<file path="src/rtl/menu_pkg.sv">
// Shared palette, link-status and button-state definitions for the menu pixel path.
package menu_pkg;

    localparam logic [11:0] BLACK   = 12'h000;
    localparam logic [11:0] WHITE   = 12'hFFF;
    localparam logic [11:0] TOUCH   = 12'h32E;
    localparam logic [11:0] CLICK   = 12'hDD2;
    localparam logic [11:0] RX_PEND = 12'h7FF;
    localparam logic [11:0] TX_PEND = 12'h456;
    localparam logic [11:0] LINKED  = 12'h1E1;

    typedef enum logic [1:0] {
        LINK_IDLE    = 2'd0,
        LINK_RX_PEND = 2'd1,
        LINK_TX_PEND = 2'd2,
        LINK_LINKED  = 2'd3
    } link_status_t;

    typedef enum logic [1:0] {
        BTN_IDLE      = 2'd0,
        BTN_HOVER     = 2'd1,
        BTN_PRESS     = 2'd2,
        BTN_ARMED_OFF = 2'd3
    } btn_state_t;

    // Link status outranks the pointer, except that a press beats pending indications.
    function automatic logic [11:0] btn_color(input btn_state_t st, input link_status_t ls,
                                              input logic phase);
        if (ls == LINK_LINKED)  return LINKED;
        if (st == BTN_PRESS)    return CLICK;
        if (ls == LINK_RX_PEND) return phase ? RX_PEND : BLACK;
        if (ls == LINK_TX_PEND) return TX_PEND;
        if (st == BTN_HOVER)    return TOUCH;
        return BLACK;
    endfunction

endpackage

</file>
<file path="src/rtl/menu_button_fsm.sv">
// Per-button hover/press/click tracker.
// Latency: state and click pulse register on the clock after the mouse inputs.
// Backpressure: none; reacts every cycle.
module menu_button_fsm
    import menu_pkg::*;
(
    input  logic       clk,
    input  logic       rst,
    input  logic       hover,
    input  logic       mouse_left,
    input  logic [1:0] link_status,
    output logic [1:0] state,
    output logic       click
);

    btn_state_t state_q;
    btn_state_t state_d;
    logic       click_d;

    always_ff @(posedge clk) begin
        if (rst) begin
            state_q <= BTN_IDLE;
            click   <= 1'b0;
        end else begin
            state_q <= state_d;
            click   <= click_d;
        end
    end

    always_comb begin
        state_d = state_q;
        click_d = 1'b0;
        case (state_q)
            BTN_IDLE: begin
                // A press that started elsewhere never arms this button.
                if (hover && !mouse_left) state_d = BTN_HOVER;
            end
            BTN_HOVER: begin
                if (!hover)          state_d = BTN_IDLE;
                else if (mouse_left) state_d = BTN_PRESS;
            end
            BTN_PRESS: begin
                if (!hover) begin
                    state_d = BTN_ARMED_OFF;
                end else if (!mouse_left) begin
                    state_d = BTN_HOVER;
                    click_d = (link_status != LINK_LINKED);
                end
            end
            BTN_ARMED_OFF: begin
                if (!mouse_left) state_d = BTN_IDLE;
                else if (hover)  state_d = BTN_PRESS;
            end
            default: state_d = BTN_IDLE;
        endcase
    end

    assign state = state_q;

endmodule

</file>
<file path="src/rtl/menu_button_pixel_gen.sv">
// Menu image fetch + palette mapping with per-button hover/press/link colouring.
// Latency: pixel_out/pixel_valid follow h_cnt/v_cnt/video_valid by MEM_LATENCY+2 cycles.
// Backpressure: none; free-running with the sync counter.
module menu_button_pixel_gen
    import menu_pkg::*;
#(
    parameter int NUM_BUTTONS  = 4,
    parameter int CODE_W       = 4,
    parameter int H_RES        = 640,
    parameter int V_RES        = 480,
    parameter int SCALE_SHIFT  = 1,
    parameter int ADDR_W       = 17,
    parameter int MEM_LATENCY  = 1,
    parameter int BLINK_FRAMES = 30
) (
    input  logic                           clk,
    input  logic                           rst,
    input  logic [9:0]                     h_cnt,
    input  logic [9:0]                     v_cnt,
    input  logic                           video_valid,
    input  logic [$clog2(NUM_BUTTONS)-1:0] mouse_btn_id,
    input  logic                           mouse_on_btn,
    input  logic                           mouse_left,
    input  logic [2*NUM_BUTTONS-1:0]       btn_status,
    output logic [ADDR_W-1:0]              mem_addr,
    input  logic [CODE_W-1:0]              mem_data,
    output logic [11:0]                    pixel_out,
    output logic                           pixel_valid,
    output logic [NUM_BUTTONS-1:0]         btn_click
);

    localparam int ID_W    = $clog2(NUM_BUTTONS);
    localparam int ROW_W   = H_RES >> SCALE_SHIFT;
    localparam int PIX_CNT = (H_RES * V_RES) >> (2 * SCALE_SHIFT);
    localparam int BW      = $clog2(BLINK_FRAMES + 1);

    // Address generation
    logic [31:0] addr_lin;
    assign addr_lin = 32'(h_cnt >> SCALE_SHIFT) + 32'(ROW_W) * 32'(v_cnt >> SCALE_SHIFT);

    always_ff @(posedge clk) begin
        if (rst) mem_addr <= '0;
        else     mem_addr <= ADDR_W'(addr_lin % 32'(PIX_CNT));
    end

    // vld_pipe[MEM_LATENCY] lines up with the ROM data for the same pixel.
    logic [MEM_LATENCY:0] vld_pipe;

    always_ff @(posedge clk) begin
        if (rst) vld_pipe <= '0;
        else     vld_pipe <= {vld_pipe[MEM_LATENCY-1:0], video_valid};
    end

    // Frame tick on the first cycle at the origin only, so a held origin counts once.
    logic          at_origin;
    logic          at_origin_q;
    logic          frame_tick;
    logic [BW-1:0] blink_cnt;
    logic          blink_phase;

    assign at_origin  = (h_cnt == 10'd0) && (v_cnt == 10'd0);
    assign frame_tick = at_origin && !at_origin_q;

    always_ff @(posedge clk) begin
        if (rst) begin
            at_origin_q <= 1'b0;
            blink_cnt   <= '0;
            blink_phase <= 1'b0;
        end else begin
            at_origin_q <= at_origin;
            if (frame_tick) begin
                if (blink_cnt == BW'(BLINK_FRAMES - 1)) begin
                    blink_cnt   <= '0;
                    blink_phase <= ~blink_phase;
                end else begin
                    blink_cnt <= blink_cnt + 1'b1;
                end
            end
        end
    end

    logic [2*NUM_BUTTONS-1:0] status_q;

    always_ff @(posedge clk) begin
        if (rst) status_q <= '0;
        else     status_q <= btn_status;
    end

    logic [1:0]  btn_st  [NUM_BUTTONS];
    logic [11:0] btn_col [NUM_BUTTONS];

    for (genvar k = 0; k < NUM_BUTTONS; k++) begin : g_btn
        logic hover_k;
        assign hover_k = mouse_on_btn && (mouse_btn_id == ID_W'(k));

        menu_button_fsm u_fsm (
            .clk         (clk),
            .rst         (rst),
            .hover       (hover_k),
            .mouse_left  (mouse_left),
            .link_status (status_q[2*k +: 2]),
            .state       (btn_st[k]),
            .click       (btn_click[k])
        );

        assign btn_col[k] = btn_color(btn_state_t'(btn_st[k]),
                                      link_status_t'(status_q[2*k +: 2]), blink_phase);
    end

    // Palette: 0 black, button codes from the per-button colours, anything else white.
    logic [11:0] code_col;

    always_comb begin
        code_col = (mem_data == '0) ? BLACK : WHITE;
        for (int k = 0; k < NUM_BUTTONS; k++) begin
            if (mem_data == CODE_W'(k + 2)) code_col = btn_col[k];
        end
    end

    always_ff @(posedge clk) begin
        if (rst) begin
            pixel_out   <= BLACK;
            pixel_valid <= 1'b0;
        end else begin
            pixel_out   <= vld_pipe[MEM_LATENCY] ? code_col : BLACK;
            pixel_valid <= vld_pipe[MEM_LATENCY];
        end
    end

endmodule

</file>
<file path="config.mk">
export PLATFORM = sky130hd
export DESIGN_NAME = menu_button_pixel_gen
export DESIGN_NICKNAME = d
export VERILOG_FILES = /design/src/rtl/menu_pkg.sv /design/src/rtl/menu_button_fsm.sv /design/src/rtl/menu_button_pixel_gen.sv
export SDC_FILE = /design/constraint.sdc
export NUM_CORES = 1
export LEC_CHECK = 0
export BUFFER_PORTS_ARGS = -buffer_cell sky130_fd_sc_hd__buf_2
export CORE_MARGIN = 2
export CORE_UTILIZATION = 51
export DETAILED_ROUTE_END_ITERATION = 16
export PLACE_DENSITY = 0.83
export SYNTH_ARGS = -nofsm -noshare
export SYNTH_HDL_FRONTEND = slang
export SYNTH_SLANG_ARGS = --single-unit
</file>
<file path="constraint.sdc">
create_clock -name clk -period 3.7 [get_ports clk]
set_input_delay 0.74 -clock clk [delete_from_list [all_inputs] [get_ports clk]]
set_output_delay 0.74 -clock clk [all_outputs]
set_load 0.1 [all_outputs]
</file>
==> metrics <==
status finished, violations left; failing checks setup timing; Post-layout nets 656; Async S/R FF share, synth 0%; Worst Hold Class reg -> reg; Reg clk slew, reported paths 0.07 ns; RePlAce Congestion 0.960; initial DRC count 293; DRC 0; Die Ht 91.0 µm; Max-Cap Viols 0; Synth cell types 75; Setup WS post-layout -0.142 ns; Area Overhead vs Synth 36.3%; number of enable flip-flop cells after synthesis 0; Clk pwr share 26.0%; reg2reg start blink_phase$_SDFFE_PP0P_; crit-path max cell delay 0.42 ns; Hold WS 0.435 ns; #FFs+latches synth 57; DP HPWL 7.93 mm; Place WS -0.394 ns; gr usage total 24.8%; Sinks on Clock Net 57; # hold bufs at CTS 0; Max IR drop VDD 0.000515 V; reg2reg end pixel_out[1]$_SDFF_PP0_; top_reg_cell synth dfxtp_1; crit path capture type flip-flop; first-pass GRT wire length 16.9 mm; r2r setup slk 1.86 ns; CTS Buffer Depth 2; crit-path leading delay family compound AO/OA/AOI/OAI gates; DRT antenna net count 0; sequential fraction of the synthesis area 29.5%; Internal Power 1.50 mW; largest net degree at the start of global routing 43; H-tree depth 3; Core Area 0.00729 mm²; fillers 550; Pins Over Slew Limit 0; die width 91.0 µm; vias in the first global route 3,827; # setup viols final 4; Critical Path Stages 14; Reg2Reg Depth 5; leakage power 2.27 nW; Buffers on Ports 72; critical path peak fanout 5; die area 0.00829 mm²; crit-path most repeated cell ha_4; final hold violations 0; PwrDens 478 mW/mm²; Clk Latency, worst-skew pair 0.34 ns; CTS tree done; total wire length 11.3 mm; drt pass-1 iters 5; crit path capture mem_addr[13]$_SDFF_PP0_; setup TNS -0.355 ns; CTS Buf Count 9; Worst Clk Skew 0.0120 ns; layout cells sized above 1 34.9%; Ports 73; site row count 31; DR WL/cell 16.1 µm; Cells after Synth 479; Worst Path Arrival 4.09 ns; CTS root buf clkbuf_8; Net Count, Synth 539; Switching Share 40.2%; worst slew pin tran 0.764 ns; slowest CP cell fa_2; Ys Warns 0; Starting Density 53.0%; Util after Layout 72.2%; Worst Setup Start Kind primary input; synthesized area 0.00386 mm²; Crit Path Class in -> reg; combinational share of power 47.1%; fin crit share 104%; Crit path buffers/inverters 2; initial antenna violation count 0; gr ovfl total 0; Crit path required time 3.94 ns; crit-path cells buf_8 -> ha_4 -> ha_4 -> fa_2 -> buf_12 -> xor2_4 -> nand3_4 -> nor4_4 -> xor2_2 -> o21ai_2 -> a21boi_4 -> o21ai_0 -> o311ai_4 -> a2111oi_4; min Tclk post-route 3.84 ns; Vias 4,130; Rel. slew slack 49.1%; syn avg cell area 8.06 µm²; Net Switching 1.01 mW; DR vias/cell 5.90; CP startpoint v_cnt[4]; sequential cell fraction of total power 26.9%; RSZ-0062 raised after global routing yes; Antenna diodes 0; highest clock rate 260 MHz
[synth_stat cells (3+ instances only)]
cell type	count	area share [%]
a21boi_0	3	0.58
nand3_1	17	2.2
or3_1	4	0.65
a21oi_1	35	4.5
a211oi_1	5	0.97
ha_1	19	6.2
xnor2_1	10	2.3
nand4_1	5	0.81
and2_1	4	0.65
nor2b_1	24	3.9
or2_2	4	0.65
nand2b_1	15	2.4
xor2_1	11	2.5
mux2i_1	3	0.78
o211a_1	3	0.78
a21oi_2	3	0.68
buf_4	6	1.2
a21o_1	7	1.4
and3_1	7	1.1
dfxtp_1	57	30
nor2_1	38	3.7
clkbuf_1	17	1.7
inv_1	7	0.68
o21ai_1	3	0.39
o32ai_1	3	0.68
o21a_1	3	0.58
o21ai_0	34	4.4
nor4_1	6	0.97
nor3_1	13	1.7
a31oi_1	10	1.6
nand2_1	42	4.1
a221oi_1	5	1.1
[cells in the final DEF (no fill, tap or decap), types with 4 or more instances in the layout]
cell type	count
buf_2	70
buf_4	58
dfxtp_1	57
nand2_1	41
nor2_1	34
a21oi_1	33
o21ai_0	32
nor2b_1	23
nand3_1	17
nand2b_1	15
nor3_1	13
ha_1	12
xor2_1	10
clkbuf_8	10
a31oi_1	9
xnor2_1	8
inv_1	7
a21o_1	7
and3_1	6
nor4_1	5
nand4_1	5
a221oi_1	5
or2_2	4
or3_1	4
ha_4	4
[per-layer routing]
layer | up-vias | GRT usage (%) | share of wire (%)
met2 | 175 | 44.4 | 52
li1 | 1981 | - | -
met4 | 0 | 11.2 | 3.8
met3 | 50 | 4.90 | 5.3
met5 | - | 0 | 0
met1 | 1924 | 28.4 | 39
[layout make-up]
class,instances,area [µm²],share of cell area [%]
Clock buffer,11,141,2.69
Inverter,7,26.3,0.499
Sequential cell,57,1140,21.7
Tap cell,99,124,2.35
Multi-Input combinational cell,389,2910,55.3
Timing Repair Buffer,132,843,16.0
Clock inverter,5,78.8,1.50
[power by group through the flow]
stage / Combinational [mW] / Clock (mW) / Sequential, mW
final: 1.19 / 0.653 / 0.677
after global routing: 1.25 / 0.693 / 0.681
after CTS: 1.04 / 0.661 / 0.677
after detailed placement: 1.03 / 0 / 0.689
after global placement: 1.00 / 0 / 0.689
after floorplan: 0.482 / 0 / 0.932
[metrics by stage]
stage          cell area, µm²  power (mW)  std cells
6_report                 5260        2.52        700
5_1_grt                  5260        2.62        700
4_1_cts                  5030        2.38        692
3_5_place_dp             4790        1.72        676
3_3_place_gp             4790        1.69        676
2_1_floorplan            4030        1.41        479
[worst min path at each step]
stage | startpoint | to | slack (ns) | cells after the start
after detailed placement | vld_pipe[0]$_SDFF_PP0_ | vld_pipe[1]$_SDFF_PP0_ | 0.43 | 1
after CTS | vld_pipe[0]$_SDFF_PP0_ | vld_pipe[1]$_SDFF_PP0_ | 0.44 | 1
after floorplan | vld_pipe[0]$_SDFF_PP0_ | vld_pipe[1]$_SDFF_PP0_ | 0.41 | 1
final | vld_pipe[0]$_SDFF_PP0_ | vld_pipe[1]$_SDFF_PP0_ | 0.43 | 1
after global routing | vld_pipe[0]$_SDFF_PP0_ | vld_pipe[1]$_SDFF_PP0_ | 0.45 | 1
after global placement | vld_pipe[0]$_SDFF_PP0_ | vld_pipe[1]$_SDFF_PP0_ | 0.43 | 1
[timing repair]
item / CTS / global route
pin swaps: 1 / 16
resized for setup: 4 / 33
buffers inserted: 0 / 8
endpoints found under the hold margin: 0 / 0
endpoints found under the setup margin: 4 / 7
[sequential cells by signal, indices dropped and copies added, names as in the netlist]
register           cells
g_btn.u_fsm.click      4
pixel_out             10
mem_addr              17
at_origin_q            1
vld_pipe               2
blink_cnt              5
blink_phase            1
pixel_valid            1
g_btn.u_fsm.state      8
status_q               8
[worst reg2reg max path, delay by kind of cell (launching register included)]
kind	cells	cell delay, ns
AO/OA/AOI/OAI	4	0.92
AND/OR/NAND/NOR	1	0.14
flip-flops	1	0.71
[cell families after synthesis]
kind of cell               count (synthesis)  synth area share, %
xor gates and xnor gates                  25                 6.64
muxes                                      3                0.777
buffers and inverters                     33                 3.82
AOI/OAI and AO/OA                        144                 24.9
adders and majority gates                 21                 7.19
DFF                                       57                 29.5
and+or+nand+nor                          196                 27.1
Power figures use the tool's default switching activity.
